File: config.mk
export PLATFORM = sky130hd
export DESIGN_NAME = axi_rom_rd_arb
export DESIGN_NICKNAME = d
export VERILOG_FILES = /design/src/rtl/axi_rom_rd_arb.sv
export SDC_FILE = /design/constraint.sdc
export NUM_CORES = 1
export LEC_CHECK = 0
export CAP_MARGIN = 20
export CORE_AREA = 4 4 92 94
export CTS_CLUSTER_DIAMETER = 30
export DETAILED_ROUTE_END_ITERATION = 7
export DIE_AREA = 0 0 96 98
export PLACE_DENSITY = 0.84
export SLEW_MARGIN = 5
export SYNTH_ARGS = -nofsm -noshare
export SYNTH_HDL_FRONTEND = slang
export SYNTH_SLANG_ARGS = --single-unit
File: constraint.sdc
create_clock -name clk -period 1.5 [get_ports clk]
set_input_delay 0.225 -clock clk [delete_from_list [all_inputs] [get_ports clk]]
set_output_delay 0.225 -clock clk [all_outputs]
set_load 0.01 [all_outputs]
File: src/rtl/axi_rom_rd_arb.sv
// Two-master round-robin arbiter for the boot ROM read-only AXI subset (AR + R channels).
// Optional data-phase watchdog is built when AXI_ROM_ARB_TIMEOUT_EN is defined.
module axi_rom_rd_arb #(
    parameter int TIMEOUT_CYCLES = 256,
    parameter int TO_W           = 9
) (
    input  logic        clk,
    input  logic        rst,
    input  logic        m0_arvalid,
    output logic        m0_arready,
    input  logic [31:0] m0_ar,
    input  logic [7:0]  m0_arlen,
    input  logic [1:0]  m0_arburst,
    output logic [31:0] m0_r,
    output logic        m0_rvalid,
    input  logic        m0_rready,
    output logic        m0_rlast,
    input  logic        m1_arvalid,
    output logic        m1_arready,
    input  logic [31:0] m1_ar,
    input  logic [7:0]  m1_arlen,
    input  logic [1:0]  m1_arburst,
    output logic [31:0] m1_r,
    output logic        m1_rvalid,
    input  logic        m1_rready,
    output logic        m1_rlast,
    output logic        s_arvalid,
    input  logic        s_arready,
    output logic [31:0] s_ar,
    output logic [7:0]  s_arlen,
    output logic [1:0]  s_arburst,
    input  logic [31:0] s_r,
    input  logic        s_rvalid,
    output logic        s_rready,
    input  logic        s_rlast,
    output logic [1:0]  grant,
    output logic        busy,
    output logic        timeout_err
);

    typedef enum logic [1:0] {IDLE, ADDR, DATA} state_t;

    if (TO_W < $clog2(TIMEOUT_CYCLES + 1)) begin : g_bad_to_w
        $error("TO_W too narrow to hold TIMEOUT_CYCLES");
    end

    state_t     state, state_nx;
    logic [1:0] grant_q, grant_nx;
    logic [1:0] last_q, last_nx;
    logic [8:0] beat_q, beat_nx;

    logic in_addr, in_data;
    logic g_arvalid, g_rready;
    logic ar_hs, r_hs, done;
    logic wd_fire;

    assign in_addr   = (state == ADDR);
    assign in_data   = (state == DATA);
    assign g_arvalid = grant_q[1] ? m1_arvalid : m0_arvalid;
    assign g_rready  = grant_q[1] ? m1_rready  : m0_rready;
    assign ar_hs     = in_addr & g_arvalid & s_arready;
    assign r_hs      = in_data & s_rvalid & g_rready;
    assign done      = r_hs & s_rlast;

    // Round-robin pointer (last_q) moves only when a transaction ends.
    always_comb begin
        state_nx = state;
        grant_nx = grant_q;
        last_nx  = last_q;
        beat_nx  = beat_q;
        case (state)
            IDLE: begin
                if (m0_arvalid && m1_arvalid) begin
                    grant_nx = last_q[1] ? 2'b01 : 2'b10;
                    state_nx = ADDR;
                end else if (m0_arvalid) begin
                    grant_nx = 2'b01;
                    state_nx = ADDR;
                end else if (m1_arvalid) begin
                    grant_nx = 2'b10;
                    state_nx = ADDR;
                end
            end
            ADDR: begin
                if (ar_hs) begin
                    state_nx = DATA;
                    beat_nx  = '0;
                end
            end
            DATA: begin
                if (r_hs) beat_nx = beat_q + 9'd1;
                if (done || wd_fire) begin
                    state_nx = IDLE;
                    last_nx  = grant_q;
                    grant_nx = 2'b00;
                end
            end
            default: begin
                state_nx = IDLE;
                grant_nx = 2'b00;
            end
        endcase
    end

    always_ff @(posedge clk or posedge rst) begin
        if (rst) begin
            state   <= IDLE;
            grant_q <= 2'b00;
            last_q  <= 2'b10;
            beat_q  <= '0;
        end else begin
            state   <= state_nx;
            grant_q <= grant_nx;
            last_q  <= last_nx;
            beat_q  <= beat_nx;
        end
    end

`ifdef AXI_ROM_ARB_TIMEOUT_EN
    logic [TO_W-1:0] wd_q, wd_nx;
    logic            terr_q, terr_nx;

    assign wd_fire = in_data && !done && (wd_q == TO_W'(TIMEOUT_CYCLES - 1));

    always_comb begin
        wd_nx   = wd_q;
        terr_nx = terr_q;
        if (ar_hs) begin
            wd_nx = '0;
        end else if (in_data && !done) begin
            if (wd_fire) terr_nx = 1'b1;
            else         wd_nx   = wd_q + TO_W'(1);
        end
    end

    always_ff @(posedge clk or posedge rst) begin
        if (rst) begin
            wd_q   <= '0;
            terr_q <= 1'b0;
        end else begin
            wd_q   <= wd_nx;
            terr_q <= terr_nx;
        end
    end

    assign timeout_err = terr_q;
`else
    assign wd_fire     = 1'b0;
    assign timeout_err = 1'b0;
`endif

    // Address channel is only driven toward the ROM while in ADDR.
    assign s_arvalid  = in_addr & g_arvalid;
    assign s_ar       = in_addr ? (grant_q[1] ? m1_ar      : m0_ar)      : 32'd0;
    assign s_arlen    = in_addr ? (grant_q[1] ? m1_arlen   : m0_arlen)   : 8'd0;
    assign s_arburst  = in_addr ? (grant_q[1] ? m1_arburst : m0_arburst) : 2'd0;
    assign m0_arready = in_addr & grant_q[0] & s_arready;
    assign m1_arready = in_addr & grant_q[1] & s_arready;

    assign s_rready   = in_data & g_rready;
    assign m0_rvalid  = in_data & grant_q[0] & s_rvalid;
    assign m1_rvalid  = in_data & grant_q[1] & s_rvalid;
    assign m0_rlast   = in_data & grant_q[0] & s_rlast;
    assign m1_rlast   = in_data & grant_q[1] & s_rlast;
    assign m0_r       = s_r;
    assign m1_r       = s_r;

    assign grant = grant_q;
    assign busy  = (state != IDLE);

    // A compliant ROM ends every burst by its 256th beat.
    beat_bound: assert property (@(posedge clk) disable iff (rst)
        (in_data && s_rvalid && s_rready && s_rlast) |-> (beat_q <= 9'd255));

endmodule
# Yosys cells after proc, flatten, opt, wreduce, memory -nomap -nowiden

Index checks and enable logic that the tools add are counted.

Register bits: 6
Input port bits: 125
Output and inout bits: 118
Logic and storage cells: 50

Equality and inequality tests: 5
Mux-type cells: 19
Bitwise operators: 17
Reduce and logical (&&, ||, !) cells: 6

Operators with widths:

| operator                                             | count |
|---|---|
| two-way mux 32 bit                                   | 2 |
| two-way mux 2 bit                                    | 11 |
| bitwise AND 1 bit                                    | 16 |
| two-way mux 8 bit                                    | 2 |
| one-hot mux 2 bit (3 select lines)                   | 2 |
| AND reduction 3 bit                                  | 2 |
| != test 2 x 1 -> 1 bit (second input constant)       | 2 |
| != test 4 bit (second input constant)                | 1 |
| equality test 2 x 1 -> 1 bit (second input constant) | 1 |
| equality test 2 bit (second input constant)          | 1 |
| zero test 2 bit                                      | 1 |
| two-way mux 1 bit                                    | 2 |
| AND reduction 2 bit                                  | 1 |
| nonzero test 2 bit                                   | 1 |
| logical AND 1 bit                                    | 1 |
| inverter 1 bit                                       | 1 |

# Depth between registers and ports, before layout

Gate-level depths: netlist of the first run.

Depth after elaboration: 6
Mapped depth: 5
Depth with buffers taken out: 3

# Least setup slack after synthesis of the first run

Ideal clock, no wire load.

Path kind: flip-flop to output port
Start point: reg grant_q[1] (netlist: grant[1])
End point: out s_ar[10]
Arrival: 1.159 ns
Data required time: 1.275 ns
Setup slack: 0.116 ns
Cell stages (with the launch flop): 6
Buffers on the path: 3
Cell sequence: dfrtp_1 buf_4 buf_4 buf_6 mux2i_1 nor2_1

Word-level cells in the longest chain between the ends: 2

Ends and longest elaborated chain:

| element                          | line | source |
|---|---|---|
| from (decl)                      | 48   | `logic [1:0] grant_q, grant_nx;` |
| from (signal assigned)           | 113  | `grant_q <= grant_nx;` |
| two-way mux 32 bit (2 in series) | 154  | `assign s_ar = in_addr ? (grant_q[1] ? m1_ar : m0_ar) : 32'd0;` |
| to (decl)                        | 29   | `output logic [31:0] s_ar,` |

No other way between the ends.

# Worst setup path after layout of the first run

Start point: reg grant_q[1] (netlist: grant[1])
End point: reg last_q[1]

Word-level cells in the longest chain between the ends: 4

Ends and longest elaborated chain:

| element                              | line | source |
|---|---|---|
| two-way mux 1 bit                    | 60   | `assign g_rready = grant_q[1] ? m1_rready : m0_rready;` |
| bitwise AND 1 bit                    | 62   | `assign r_hs = in_data & s_rvalid & g_rready;` |
| bitwise AND 1 bit                    | 63   | `assign done = r_hs & s_rlast;` |
| AND reduction 2 bit (no source line) | --   |  |
| to (signal assigned)                 | 114  | `last_q <= last_nx;` |
| to (decl)                            | 49   | `logic [1:0] last_q, last_nx;` |

Several ways; a longest one is shown, not always the timed one.
A chain may end at the register's enable or synchronous reset.

==> results.md, run 1 <==
Synthesis:
- The number of synthesized register bits is 5.
- Counting flops with a built-in enable in the synthesized netlist gives 0.
- A synthesized cell averages approximately 7.5 µm².
- After synthesis, the netlist uses 26 different library cells.
- After synthesis, the largest area contributor takes up 33.2% of total cell area.
- Ranked by instance count, the synthesized netlist is headed by buf_4 (67), nor2_1 (44), mux2i_1 (42), buf_2 (8), and3_1 (6).
- In the post-synthesis netlist, the cell with the most instances is buf_4.
- By area the synthesized netlist is led by buf_4 (33%), mux2i_1 (28%), nor2_1 (11%), dfrtp_1 (6.6%), buf_2 (2.6%).
- For this run, asynchronously set or reset flops after synthesis account for 100%.
- The most used flip-flop cell after synthesis is dfrtp_1.
- The largest area contributor in the netlist is buf_4.
- The gate count of the mapped netlist is between 200 and 250.
- The number of nets produced by synthesis is about 330.
- The post-synth design cell area is 1520 µm².
- Yosys printed 0 warnings.
- After synthesis, flip-flops and latches occupy 8.34% of the total area.

STA:
- The upper clock frequency limit is 615 MHz.
- The final count of negative-setup-slack endpoints is 51.
- The number of pins exceeding their max-slew limit in the final report came to 0.
- Hold is met by between 0.2 and 0.25 ns.
- The final critical path takes up 108% of the cycle.
- The minimum setup slack in the final design is -0.127 ns.
- Setup repair after global routing could not meet its margin everywhere.
- The final critical path time including I/O delays and setup is about 1.6 ns.
- The largest clock skew in the final design is just over 0.003 ns.
- For the final routed database, the setup TNS stands at -2.66 ns.
- The number of endpoints with negative hold slack in the final report is 0.

Final layout:
- Relative to the synthesized area, the layout overhead comes to 103%.
- For this run, the share of the core covered by cells in the final layout is between 40% and 50%.
- The filler cell count in the final layout is ~720.
- The post-route netlist has roughly 41% of its cells at a drive strength greater than 1.
- The layout net count is 438.
- The antenna diode count is 0.

Clocking:
- TritonCTS built the clock tree.
- The clock-pin slew of the registers on the worst-case setup and hold paths is around 0.040 ns.
- The CTS sink count is 5.
- The hold buffer count at cts is 0.
- The root buffer cell chosen for the clock tree is clkbuf_8.
- The maximum clock path buffer count is 2.
- The insertion delay to the later sink of the worst-skew pair is approximately 0.23 ns.
- CTS built an H-tree with a depth of 1.
- The number of clock buffers added by TritonCTS is 3.

Power:
- The worst-case IR drop observed on VDD is roughly 0.48 mV.
- The cell area power density is ~1800 nW/µm².
- For this design the static power due to leakage is about 1.4 nW.

Detailed routing:
- The routed via count divided by cell count is ~4.3.
- The total number of vias is 1,785.
- The average routed wire per standard cell is 18.7 µm.
- For this block, the routed nets add up to about 7800 µm of wire.
- The detailed-router iteration count before antenna repair is 4.
- The number of design-rule violations left by the first detailed-router iteration is 41.
- The remaining antenna violation count after routing is 0.
- After detailed routing, the number of remaining DRC violations is 0.

Global routing:
- The initial antenna violation count is 0.
- The number of global-route vias before repair is 1,887.
- The first global-routing pass estimated around 10,000 µm of wire.
- In the global route stage, overall resource usage came out at 13.7%.
- For this run the aggregate overflow at the end of global routing stands at 0.
- The pin count of the biggest net entering global routing is 26.

Floorplanning:
- The initial utilization of the core area, before any placement, comes to 19.8%.
- The area enclosed by the die boundary is around 9400 µm².
- The standard-cell row count is 32.
- The placeable core region is about 7600 µm².
- Measured along the y axis, the die boundary spans around 98 µm.
- The I/O pin total is 243.
- The horizontal die dimension is ~96 µm.

Worst setup path:
- The critical path's most frequent cell is buf_6.
- The data arrival time of the worst path is 1.78 ns.
- The delay contributed by the slowest stage of the critical path is about 0.42 ns.
- The critical path goes through buf_6 -> buf_6 -> mux2i_4 -> buf_6 -> nor3_4 -> mux2_4.
- The worst setup path is of the flip-flop to flip-flop kind.
- The required time of the critical path is roughly 1.7 ns.
- The endpoint type of the worst setup path is a flip-flop.
- The kind of launch point of the worst setup path is a flip-flop.
- The peak fanout along the critical path is 4.
- The cell type of the slowest stage on the worst timing path is dfrtp_2.

Placement:
- The half-perimeter wire length of the detailed placement result is roughly 5200 µm.
- The total of buffers placed on input and output ports is approximately 150.
- The congestion estimate from routability-driven global placement came to between 0.7 and 0.8.

Flow run:
- Across the run, the number of max-cap violations was 0.

Hold path:
- The tightest min-delay check is of the input pin to async pin type.

Run status:
- The flow ran to the end, but the final reports show violations.
- The checks that failed: negative setup slack.
## cell usage in the layout (no fill, tap or decap), types with 3 or more instances in the layout
cell type	synthesis	routed
buf_12	0	6
nand2_1	4	4
clkbuf_8	0	3
buf_2	8	37
mux2i_4	0	5
nor2_4	0	3
nor2_1	44	34
clkdlybuf4s50_1	0	93
dfrtp_2	0	3
clkbuf_2	1	6
buf_6	2	23
and3_4	0	4
buf_4	67	12
nor2_2	0	7
mux2i_1	42	36
buf_16	0	3
clkbuf_16	0	3
## layer usage
metal	up-vias	global-route usage, %	share of wire (%)
met5	-	0	0
met4	0	2.95	1.5
met3	19	6.09	13
met2	146	27.3	54
met1	802	12.0	32
li1	818	-	-
## flip-flops by register name (all words and copies together), names as in the netlist
register and count:
last_q 1, grant 2, state 2
## where the power goes
part	internal [W]	switching (W)	total [W]
sequential	0.000216	0.0000840	0.000300
combinational	0.00270	0.00218	0.00489
clock	0.000184	0.0000786	0.000262
total	0.00310	0.00235	0.00545
## metrics by stage
| step | cells | instance area, µm² | setup slack [ns] | total power [W] |
|---|---|---|---|---|
| after floorplan | 202 | 1520 | 0.116 | 0.00225 |
| after global placement | 389 | 2710 | -0.237 | 0.00403 |
| after detailed placement | 389 | 2710 | -0.248 | 0.00410 |
| after CTS | 413 | 2990 | -0.228 | 0.00517 |
| after global routing | 414 | 3080 | -0.188 | 0.00574 |
| final | 414 | 3080 | -0.127 | 0.00545 |
## worst max-delay path, delay by kind of cell, from the launching register on
family	cells	cell delay, ns
flip-flops	1	0.42
multiplexers	2	0.51
buffers and inverters	3	0.40
AND/OR/NAND/NOR	1	0.22
## cell families after synthesis
group / count (synthesis) / synth area share, %
buffers and inverters: 80 / 38.1
and+or+nand+nor: 65 / 19.9
other: 1 / 0.247
muxes: 45 / 30.4
DFF: 5 / 8.34
AOI/OAI and AO/OA: 6 / 2.97
## cell type report
type                       count  area (µm²)  area share (%)
clock buffer                   4        45.0            1.46
inverter                       2        10.0           0.325
multi-input combinational    117         981            31.9
sequential                     5         130            4.23
tap                          102         128            4.14
timing repair buffer         184        1790            58.0
## path summary, 6_finish.rpt
kind | cells after the start | end | start | slack, ns
max | 6 | last_q[1]$_DFFE_PP1P_ | grant[1]$_DFFE_PP0P_ | -0.13
min | 2 | grant[1]$_DFFE_PP0P_ | rst | 0.22
max reg2reg | 6 | last_q[1]$_DFFE_PP1P_ | grant[1]$_DFFE_PP0P_ | -0.13
min reg2reg | 1 | grant[1]$_DFFE_PP0P_ | state[1]$_DFFE_PP0P_ | 0.55
max in group asynchronous | 2 | last_q[1]$_DFFE_PP1P_ | rst | 1.03
min in group clk | 0 | m0_r[10] | s_r[10] | 0.45
## what timing repair did
| item | 4_1_cts | 5_1_grt |
|---|---|---|
| setup endpoints to repair | 55 | 57 |
| resized for setup | 191 | 80 |
| gates cloned | 6 | 4 |
| pin swaps | 8 | 7 |
| setup buffers | 14 | 3 |
Power figures use the tool's default switching activity.
==> run 2: changes to the inputs <==
Settings changed: CAP_MARGIN 20 to default, TNS_END_PERCENT from default to 20.
==> results.md, run 2 (same netlist as run 1, synthesis figures left out) <==
Global routing:
- The total congestion overflow after global routing is 0.
- The initial antenna violation count is 0.
- The number of global-route vias before repair is 1,771.
- The global routing usage summed across all routing layers is ~13%.
- The first global-routing pass estimated roughly 9400 µm of wire.
- Entering global routing, the biggest net connects 26 pins.

Worst setup path:
- The number of buffer and inverter instances along the worst setup path is 4.
- The beginning of the critical path is state[0]$_DFFE_PP0P_.
- For the worst setup path, the data required time is ~1.3 ns.
- STA puts the critical path data arrival time at 1.39 ns.
- The cell family contributing the most delay on the critical path is buffers and inverters.
- On the worst path, the slowest cell contributes a delay of between 0.4 and 0.5 ns.
- Traced cell by cell, the critical path runs through buf_6 -> nand2b_4 -> buf_12 -> buf_16 -> nor2_1 -> buf_2.
- The reg-to-reg critical path startpoint is state[0]$_DFFE_PP0P_.
- The cell type of the slowest stage on the worst timing path is dfrtp_2.
- The critical path is of the flip-flop to output pin type.
- The worst setup path is launched from a flip-flop.
- The worst setup path is captured at an output pin.
- The peak fanout along the critical path is 9.

Detailed routing:
- The average routed wire per standard cell is 17.4 µm.
- The total number of vias is about 1,700.
- In this run, the number of DRC markers left after iteration 0 of detailed routing was 41.
- The routed via count divided by cell count is 4.27.
- The remaining antenna violation count after routing is 0.
- The detailed-router iteration count before antenna repair is 5.
- In the routed design, unresolved DRC markers number 0.
- The final layout contains routed wiring with a total length of around 7100 µm.

Final layout:
- At the end of the flow, the number of nets in the layout was 434.
- The most common cell after layout, fill and taps aside is clkdlybuf4s50_1.
- The library cells used most frequently in the layout, excluding fill and tap cells, are clkdlybuf4s50_1 (93), mux2i_1 (39), buf_2 (39), nor2_1 (33), buf_6 (14).
- The area of the multi-input gates is between 900 and 1000 µm².
- The antenna diode count is 0.
- The signed area change from the synthesized netlist to the final layout is 92.7%.
- Registers take 129 µm².
- Of the cells placed in the final design, the portion with a size suffix greater than 1 is a little under two fifths.
- The filler cell count in the final layout is between 700 and 800.

Floorplanning:
- The overall die height is 98 µm.
- After floorplanning, the core was sized to cover about 7600 µm².
- In this run the horizontal extent of the chip is around 96 µm.
- The standard-cell row count is 32.
- The initial cell density of the core is about a fifth.
- For this design the top-level I/O count stands at 243.
- The area enclosed by the die boundary is about 9400 µm².

STA:
- The number of pins exceeding their max-slew limit in the final report is 0.
- The number of endpoints with negative hold slack in the final report is 0.
- Setup repair after global routing could not meet its margin everywhere.
- The final count of negative-setup-slack endpoints is 52.
- Timing would allow up to about 600 MHz.
- Of the available clock period, the critical path in the final layout requires 108%.
- For the final database, setup skew stands at between 0.002 and 0.0025 ns.
- The tightest hold margin is 0.222 ns.
- The final critical path time including I/O delays and setup is around 1.6 ns.
- The minimum setup slack in the final design is -0.117 ns.

Clocking:
- CTS built an H-tree with a depth of 1.
- Clock-pin slew was measured on the worst setup and hold paths at roughly 0.04 ns.
- TritonCTS built the clock tree.
- The clock reaches the later pin of the worst-skew pair after about 0.23 ns.
- The total clock buffers created by CTS is 3.
- The maximum clock path buffer count is 2.
- The tree built by TritonCTS fans out to 5 sinks.
- The tree is rooted in a clkbuf_8.

Placement:
- Routability-driven placement finished with a final weighted congestion of approximately 0.76.
- The total of buffers placed on input and output ports is 145.
- The half-perimeter wire length of the detailed placement result is approximately 5200 µm.
- The setup slack at placement is -0.248 ns.

Run status:
- The final reports fail on negative setup slack.
- The run finished, with violations left.

Power:
- The post-layout total power is roughly 0.0051 W.
- The maximum resistive drop on vdd is around 0.49 mV.
- The static leakage is approximately 1.4 nW.
- The cell area power density is around 1700 nW/µm².

Flow run:
- The max-capacitance violation count is 0.

Hold path:
- The path class of the tightest hold or removal check is input pin to async pin.
==> run 2: metrics by stage <==
stage,setup TNS (ns),cell area (µm²),util (%),instances
6_report,-2.80,2920,38.2,410
5_1_grt,-5.41,2920,38.2,410
3_5_place_dp,-9.07,2710,35.5,389
4_1_cts,-4.83,2830,37.0,404
3_3_place_gp,-8.02,2710,35.5,389
2_1_floorplan,0,1520,-,202
==> run 2: area by class of cell <==
type | instances | area share, %
inverters | 2 | 0.257
flip-flops and latches | 5 | 4.41
clock buffers | 4 | 1.54
repair buffers | 180 | 58.3
well taps | 102 | 4.37
multi-input cells | 117 | 31.1
==> run 2: path summary, 6_finish.rpt <==
| path | end | slack, ns | depth (start not counted) |
|---|---|---|---|
| min in group clk | m0_r[10] | 0.45 | 0 |
| hold / removal | grant[1]$_DFFE_PP0P_ | 0.22 | 2 |
| hold reg to reg | grant[1]$_DFFE_PP0P_ | 0.55 | 1 |
| setup / recovery | s_arlen[0] | -0.12 | 6 |
| setup reg to reg | last_q[1]$_DFFE_PP1P_ | -0.11 | 6 |
| max in group asynchronous | last_q[1]$_DFFE_PP1P_ | 1.03 | 2 |
==> run 2: power breakdown <==
part / leakage (nW) / switching (W) / internal (W) / total (W)
Combinational: 1.28 / 0.00202 / 0.00250 / 0.00452
Sequential: 0.0579 / 0.0000870 / 0.000214 / 0.000301
Clock: 0.0228 / 0.0000762 / 0.000183 / 0.000260
Total: 1.36 / 0.00218 / 0.00289 / 0.00508
==> run 2: per-layer routing <==
| metal | share of wire (%) | global-route usage, % | up-vias |
|---|---|---|---|
| li1 | - | - | 808 |
| met1 | 32 | 11.8 | 771 |
| met2 | 52 | 25.5 | 150 |
| met3 | 14 | 5.39 | 20 |
| met4 | 1.8 | 1.75 | 0 |
| met5 | 0 | 0 | - |
==> run 2: what timing repair did <==
action	in CTS	in global routing
resized for setup	179	66
pin swaps	2	8
hold buffers	0	0
setup buffers	7	4
setup endpoints to repair	55	55
gates cloned	4	3
==> run 2: worst register-to-register path, stage by stage, from the launching register on <==
cell and delay, ns:
dfrtp_2 0.44, buf_4 0.15, buf_6 0.12, nand2b_4 0.13, buf_4 0.15, nor3_4 0.23
mux2_4 0.32
==> run 3: changes to the inputs <==
Settings changed: CTS_CLUSTER_SIZE from default to 25.
==> results of run 3 <==
No change in the layout: final DEF, timing and power equal those of run 2.
